==> src/rtl/tmr_fault_mgr.sv <==
// tmr_fault_mgr
//   Supervises three redundant processing modules (PMC1..PMC3) behind a voter.
//   It runs simplex while conditions are benign and switches to TMR majority
//   voting when the link error rate or an obstacle alert rises. In TMR, a module
//   that keeps mismatching is taken offline for a resync. After two retries it is
//   isolated permanently. Faults it cannot survive drive the block to a sticky
//   failsafe.
//
// Ports
//   clk       in   1  rising-edge clock
//   rst       in   1  synchronous active-high reset
//   fault     in   3  voter mismatch flags, bit k = PMC k+1
//   err_rate  in   4  received-data error rate (unsigned)
//   alert     in   1  obstacle flag
//   en        out  3  per-module enable
//   tmr_mode  out  1  1 = majority voting, 0 = simplex pass-through
//   resync    out  3  per-module resync request
//   isolated  out  3  sticky permanent-isolation flags
//   alarm     out  1  sticky failsafe indicator
//   state_o   out  3  SIMPLEX=0 TMR=1 RESYNC=2 DEGRADED=3 FAILSAFE=4
module tmr_fault_mgr #(
    parameter int FAULT_LIM  = 4,
    parameter int RESYNC_CYC = 8,
    parameter int ERR_TH     = 8,
    parameter int QUIET_CYC  = 16
) (
    input  logic       clk,
    input  logic       rst,
    input  logic [2:0] fault,
    input  logic [3:0] err_rate,
    input  logic       alert,
    output logic [2:0] en,
    output logic       tmr_mode,
    output logic [2:0] resync,
    output logic [2:0] isolated,
    output logic       alarm,
    output logic [2:0] state_o
);

    localparam int FW = $clog2(FAULT_LIM + 1);
    localparam int QW = $clog2(QUIET_CYC + 1);
    localparam int RW = $clog2(RESYNC_CYC + 1);
    localparam logic [FW-1:0] C_FLIM  = FW'(FAULT_LIM);
    localparam logic [QW-1:0] C_QLAST = QW'(QUIET_CYC - 1);
    localparam logic [RW-1:0] C_RLAST = RW'(RESYNC_CYC - 1);

    typedef enum logic [2:0] {
        S_SIMPLEX  = 3'd0,
        S_TMR      = 3'd1,
        S_RESYNC   = 3'd2,
        S_DEGRADED = 3'd3,
        S_FAILSAFE = 3'd4
    } state_t;

    state_t          r_state;
    logic [2:0]      r_en;
    logic            r_tmr;
    logic [2:0]      r_rs;
    logic [2:0]      r_iso;
    logic            r_alarm;
    logic [QW-1:0]   r_quiet;
    logic [RW-1:0]   r_rs_cnt;
    logic [FW-1:0]   r_cnt   [3];
    logic [1:0]      r_retry [3];

    logic [FW-1:0]   w_cnt_next [3];
    logic [2:0]      w_hit;
    logic [1:0]      w_idx;
    logic [1:0]      w_nhit;
    logic [2:0]      w_onehot;
    logic            w_busy;
    logic            w_fail;

    assign en       = r_en;
    assign tmr_mode = r_tmr;
    assign resync   = r_rs;
    assign isolated = r_iso;
    assign alarm    = r_alarm;
    assign state_o  = r_state;

    assign w_busy = (int'({28'd0, err_rate}) >= ERR_TH) || alert;

    // Next fault-counter values; a module "reaches the limit" on the edge its
    // counter would become FAULT_LIM, so the reaction happens that same edge.
    always_comb begin
        w_hit = '0;
        for (int unsigned k = 0; k < 3; k++) begin
            w_cnt_next[k] = '0;
            if (r_en[k] && fault[k] && (r_state != S_SIMPLEX))
                w_cnt_next[k] = (r_cnt[k] == C_FLIM) ? C_FLIM : r_cnt[k] + FW'(1);
            w_hit[k] = (w_cnt_next[k] == C_FLIM);
        end
        if (w_hit[0])      w_idx = 2'd0;
        else if (w_hit[1]) w_idx = 2'd1;
        else               w_idx = 2'd2;
        w_nhit   = {1'b0, w_hit[0]} + {1'b0, w_hit[1]} + {1'b0, w_hit[2]};
        w_onehot = 3'b001 << w_idx;
        // Illegal encodings fall into failsafe as well.
        w_fail   = ((r_state == S_TMR) && (w_nhit >= 2'd2)) ||
                   (((r_state == S_RESYNC) || (r_state == S_DEGRADED)) && (|w_hit)) ||
                   (r_state > S_FAILSAFE);
    end

    always_ff @(posedge clk) begin
        if (rst) begin
            r_state  <= S_SIMPLEX;
            r_en     <= 3'b001;
            r_tmr    <= 1'b0;
            r_rs     <= '0;
            r_iso    <= '0;
            r_alarm  <= 1'b0;
            r_quiet  <= '0;
            r_rs_cnt <= '0;
            for (int unsigned k = 0; k < 3; k++) begin
                r_cnt[k]   <= '0;
                r_retry[k] <= '0;
            end
        end else begin
            for (int unsigned k = 0; k < 3; k++)
                r_cnt[k] <= w_cnt_next[k];

            if (w_fail) begin
                r_state <= S_FAILSAFE;
                r_en    <= '0;
                r_rs    <= '0;
                r_tmr   <= 1'b0;
                r_alarm <= 1'b1;
                r_quiet <= '0;
                for (int unsigned k = 0; k < 3; k++)
                    r_cnt[k] <= '0;
            end else begin
                case (r_state)
                    S_SIMPLEX: begin
                        r_quiet <= '0;
                        if (w_busy) begin
                            r_state <= S_TMR;
                            r_en    <= 3'b111;
                            r_tmr   <= 1'b1;
                        end
                    end
                    S_TMR: begin
                        // Fault handling is checked before the quiet fallback.
                        if (|w_hit) begin
                            r_quiet       <= '0;
                            r_cnt[w_idx]  <= '0;
                            if (r_retry[w_idx] < 2'd2) begin
                                r_retry[w_idx] <= r_retry[w_idx] + 2'd1;
                                r_state  <= S_RESYNC;
                                r_rs_cnt <= '0;
                                r_rs     <= w_onehot;
                                r_en     <= ~w_onehot;
                            end else begin
                                r_state <= S_DEGRADED;
                                r_iso   <= r_iso | w_onehot;
                                r_en    <= ~(r_iso | w_onehot);
                            end
                        end else if (w_busy) begin
                            r_quiet <= '0;
                        end else if (r_quiet == C_QLAST) begin
                            r_state <= S_SIMPLEX;
                            r_en    <= 3'b001;
                            r_tmr   <= 1'b0;
                            r_quiet <= '0;
                            for (int unsigned k = 0; k < 3; k++)
                                r_cnt[k] <= '0;
                        end else begin
                            r_quiet <= r_quiet + QW'(1);
                        end
                    end
                    S_RESYNC: begin
                        r_quiet <= '0;
                        if (r_rs_cnt == C_RLAST) begin
                            r_state <= S_TMR;
                            r_rs    <= '0;
                            r_en    <= 3'b111;
                        end else begin
                            r_rs_cnt <= r_rs_cnt + RW'(1);
                        end
                    end
                    default: begin
                        r_quiet <= '0;
                    end
                endcase
            end
        end
    end

endmodule

==> config.mk <==
export PLATFORM = sky130hd
export DESIGN_NAME = tmr_fault_mgr
export DESIGN_NICKNAME = d
export VERILOG_FILES = /design/src/rtl/tmr_fault_mgr.sv
export SDC_FILE = /design/constraint.sdc
export NUM_CORES = 1
export LEC_CHECK = 0
export CAP_MARGIN = 20
export CORE_MARGIN = 2
export CORE_UTILIZATION = 62
export DETAILED_ROUTE_END_ITERATION = 6
export DONT_BUFFER_PORTS = 1
export PLACE_DENSITY = 0.89
export SLEW_MARGIN = 5
export SYNTH_ARGS = -nofsm -noshare
export SYNTH_HDL_FRONTEND = slang
export SYNTH_SLANG_ARGS = --single-unit
==> constraint.sdc <==
create_clock -name clk -period 3.8 [get_ports clk]
set_input_delay 0.57 -clock clk [delete_from_list [all_inputs] [get_ports clk]]
set_output_delay 0.57 -clock clk [all_outputs]
set_load 0.02 [all_outputs]
==> results.md <==
- Status: finished, final reports clean
- Final hold vios: 0
- Leading area contributor after synthesis: dfxtp_1
- Hold path depth: 1
- Worst slew margin: a little under three fifths
- Routability cong.: 0.862
- Post-CTS sizing: 0
- CTS Root Cell: clkbuf_4
- Clock sink count: 38
- Post-synth EDFFs: 6
- Final HPWL DP: 3150 um
- Largest family of logic cells by synthesized area: simple AND/OR/NAND/NOR gates
- TritonRoute pass-1 iters: 4
- YS warnings: 0
- DR vias/cell: between 6 and 7
- First-pass GRT wire length: around 7000 um
- Total CTS buffers: 5
- Hold_buf cts: 0
- Multiplexer share of the synthesized area: less than 1%
- Gate Count Post-Synth: 231
- IO Count: 24
- Crit. End Element: flop
- CP cell instances: inv_1 > ha_1 > nand2b_1 > o21ai_1 > nand2_1 > inv_2 > ha_1 > o21ai_0 > o32a_1 > a31oi_4 > or2_1 > nor4_1 > or2_2
- Die X: 61.3 um
- Setup CP Type: reg -> reg
- Post-synth ARST share: 0%
- Pleak: 0.820 nW
- Final setup viols: 0
- Fmax: 290 MHz
- Synthesized Nets: 251
- Later-pin clock latency in the skew report: 0.34 ns
- P&R area growth vs syn: 4.86%
- Sequential power share: 64.5%
- Synth Area in Simple Gates: 23.8%
- H-tree levels: 2
- Starting DRT DRC Count: ~110
- Vias in the first global route: roughly 1600
- Initial antenna violation count: 0
- Worst Path Arrival: 3.52 ns
- Sw power: 157 uW
- Slowest stage cell, crit path: nor4_1
- Clock power frac: 28.4%
- Final setup TNS: 0 ns
- Switching Fraction: 23.8%
- Layout cells sized above 1: 8.90%
- Drt drc: 0
- Slew Limit Fails: 0
- Floorplan row count: 20
- Routed WL: 4230 um
- FF+latch count, synth: 38
- Die Y: approximately 61 um
- Total track usage: about a quarter
- Commonest non-fill, non-tap cells in the layout: dfxtp_1, nor2_1, nand2_1, inv_1, o21ai_0
- RSZ-0062 raised after global routing: false
- Seq/Total Area, Yosys: about two fifths
- Synth Area in Compound Gates: 21.7%
- Buffers on Ports: 0
- Post-synth top flop: dfxtp_1
- Fin crit share: 90.9%
- Post-Syn Area per Cell: between 8 and 9 um2
- Netlist Area Pre-Place: 2030 um2
- Max VDD drop: 0.000235 V
- Nets: 256
- Clock Skew: between 0.006 and 0.007 ns
- CP peak stage delay: ~0.42 ns
- Clock slew at reported path FFs: 0.10 ns
- Post-Synth XOR/XNOR Area: between 2 and 2.5%
- Avg WL per Cell: 15.1 um
- CTS max path bufs: 2
- Routed Antenna Nets: 0
- Top cells by area, synth: dfxtp_1, edfxtp_1, ha_1
- HP Class: in -> reg
- Core area: 3080 um2
- Largest net degree at the start of global routing: 15
- Area share of fa/ha/maj cells after synthesis: under 10%
- Worst R2R Path Depth: 13
- Pwr/cell area: a little over 300 nW/um2
- CTS tree: yes
- Minimum clock period: roughly 3.5 ns
- Via count: 1697
- Max-cap violations: 0
- Worst-path fanout max: 8
- Die area: 3760 um2
- Combinational cell fraction of total power: 7.1%
- Crit path required time: ~3.9 ns
- Worst Setup Start Kind: flop
- Post-synth cell types: 55
- Diode count: 0
- Gr ovfl total: 0
- Postcts setup bufs: 0
- Initial Util: between 60 and 70%
- Commonest non-fill, non-tap cell in the layout: dfxtp_1
- CP most frequent cell: ha_1
- Overall Power: 662 uW
- Synth top area share: 31.5%
- Cell Int Power: 505 uW
- Worst-margin pin slew: 0.663 ns
[metal layers]
metal	vias up	share of wire (%)	track usage, %
met2	66	47	41.2
met3	7	8.8	9.03
met5	-	0	0
met4	0	1.4	8.39
li1	854	-	-
met1	770	42	31.1
[Yosys cell counts (3+ instances only)]
| library cell | instances |
|---|---|
| dfxtp_1 | 32 |
| nor2_1 | 27 |
| nand2_1 | 16 |
| inv_1 | 15 |
| o21ai_0 | 12 |
| a21oi_1 | 11 |
| ha_1 | 10 |
| nand3_1 | 10 |
| and3_1 | 6 |
| edfxtp_1 | 6 |
| nor3_1 | 6 |
| and2_1 | 5 |
| nand3b_1 | 5 |
| a211oi_1 | 4 |
| nor4_1 | 4 |
| a31oi_1 | 3 |
| buf_2 | 3 |
| o211a_1 | 3 |
| o31ai_1 | 3 |
| xnor2_1 | 3 |
[flip-flops by register name, summed over array words and instances, names as in the netlist, 3 cells and up]
register,cells
r_rs_cnt,4
r_quiet,5
state_o,3
r_retry,6
r_cnt,9
isolated,3
en,3
resync,3
[path summary, 6_finish.rpt]
| path | slack, ns | endpoint | start |
|---|---|---|---|
| hold / removal | 0.29 | isolated[1] | rst |
| hold reg to reg | 0.45 | r_quiet[0] | r_quiet[0] |
| setup / recovery | 0.35 | r_retry[1][1] | r_cnt[0][0] |
| setup reg to reg | 0.35 | r_retry[1][1] | r_cnt[0][0] |
[cell families after synthesis]
logic type      after synthesis
buf+inv                      23
simple gates                 94
mux                           2
xor+xnor                      5
flops                        38
compound gates               59
fa+ha+maj                    10
[cell type report]
type,instances,area (um2)
fill,262,945
timing repair buffer,5,37.5
multi-input combinational,170,1110
sequential,38,821
inverter,16,60.1
tap,44,55.1
clock buffer,7,45.0
[power groups by stage]
stage / clock network (mW) / registers, mW / logic (mW)
final: 0.188 / 0.427 / 0.0471
after global routing: 0.208 / 0.429 / 0.0523
after CTS: 0.197 / 0.427 / 0.0466
after detailed placement: 0 / 0.436 / 0.0465
after global placement: 0 / 0.436 / 0.0452
after floorplan: 0 / 0.435 / 0.0376
[worst max-delay path, delay by kind of cell (launching register included)]
kind                     cells  cell delay (ns)
AO/OA/AOI/OAI                4             0.70
flip-flops                   1             0.37
adder cells (fa/ha/maj)      2             0.55
buffers and inverters        2             0.26
AND/OR/NAND/NOR              5             1.29
[per-stage QoR]
stage	util [%]	hold slack (ns)	cell area [um2]	instances	setup WS (ns)
after floorplan	-	0.418	2030	231	0.680
after global placement	67.8	0.431	2090	273	0.470
after detailed placement	67.8	0.437	2090	273	0.391
after CTS	69.3	0.270	2130	280	0.353
after global routing	69.3	0.265	2130	280	0.117
final	69.3	0.286	2130	280	0.346
No activity file was read; power rests on OpenSTA's default activity.
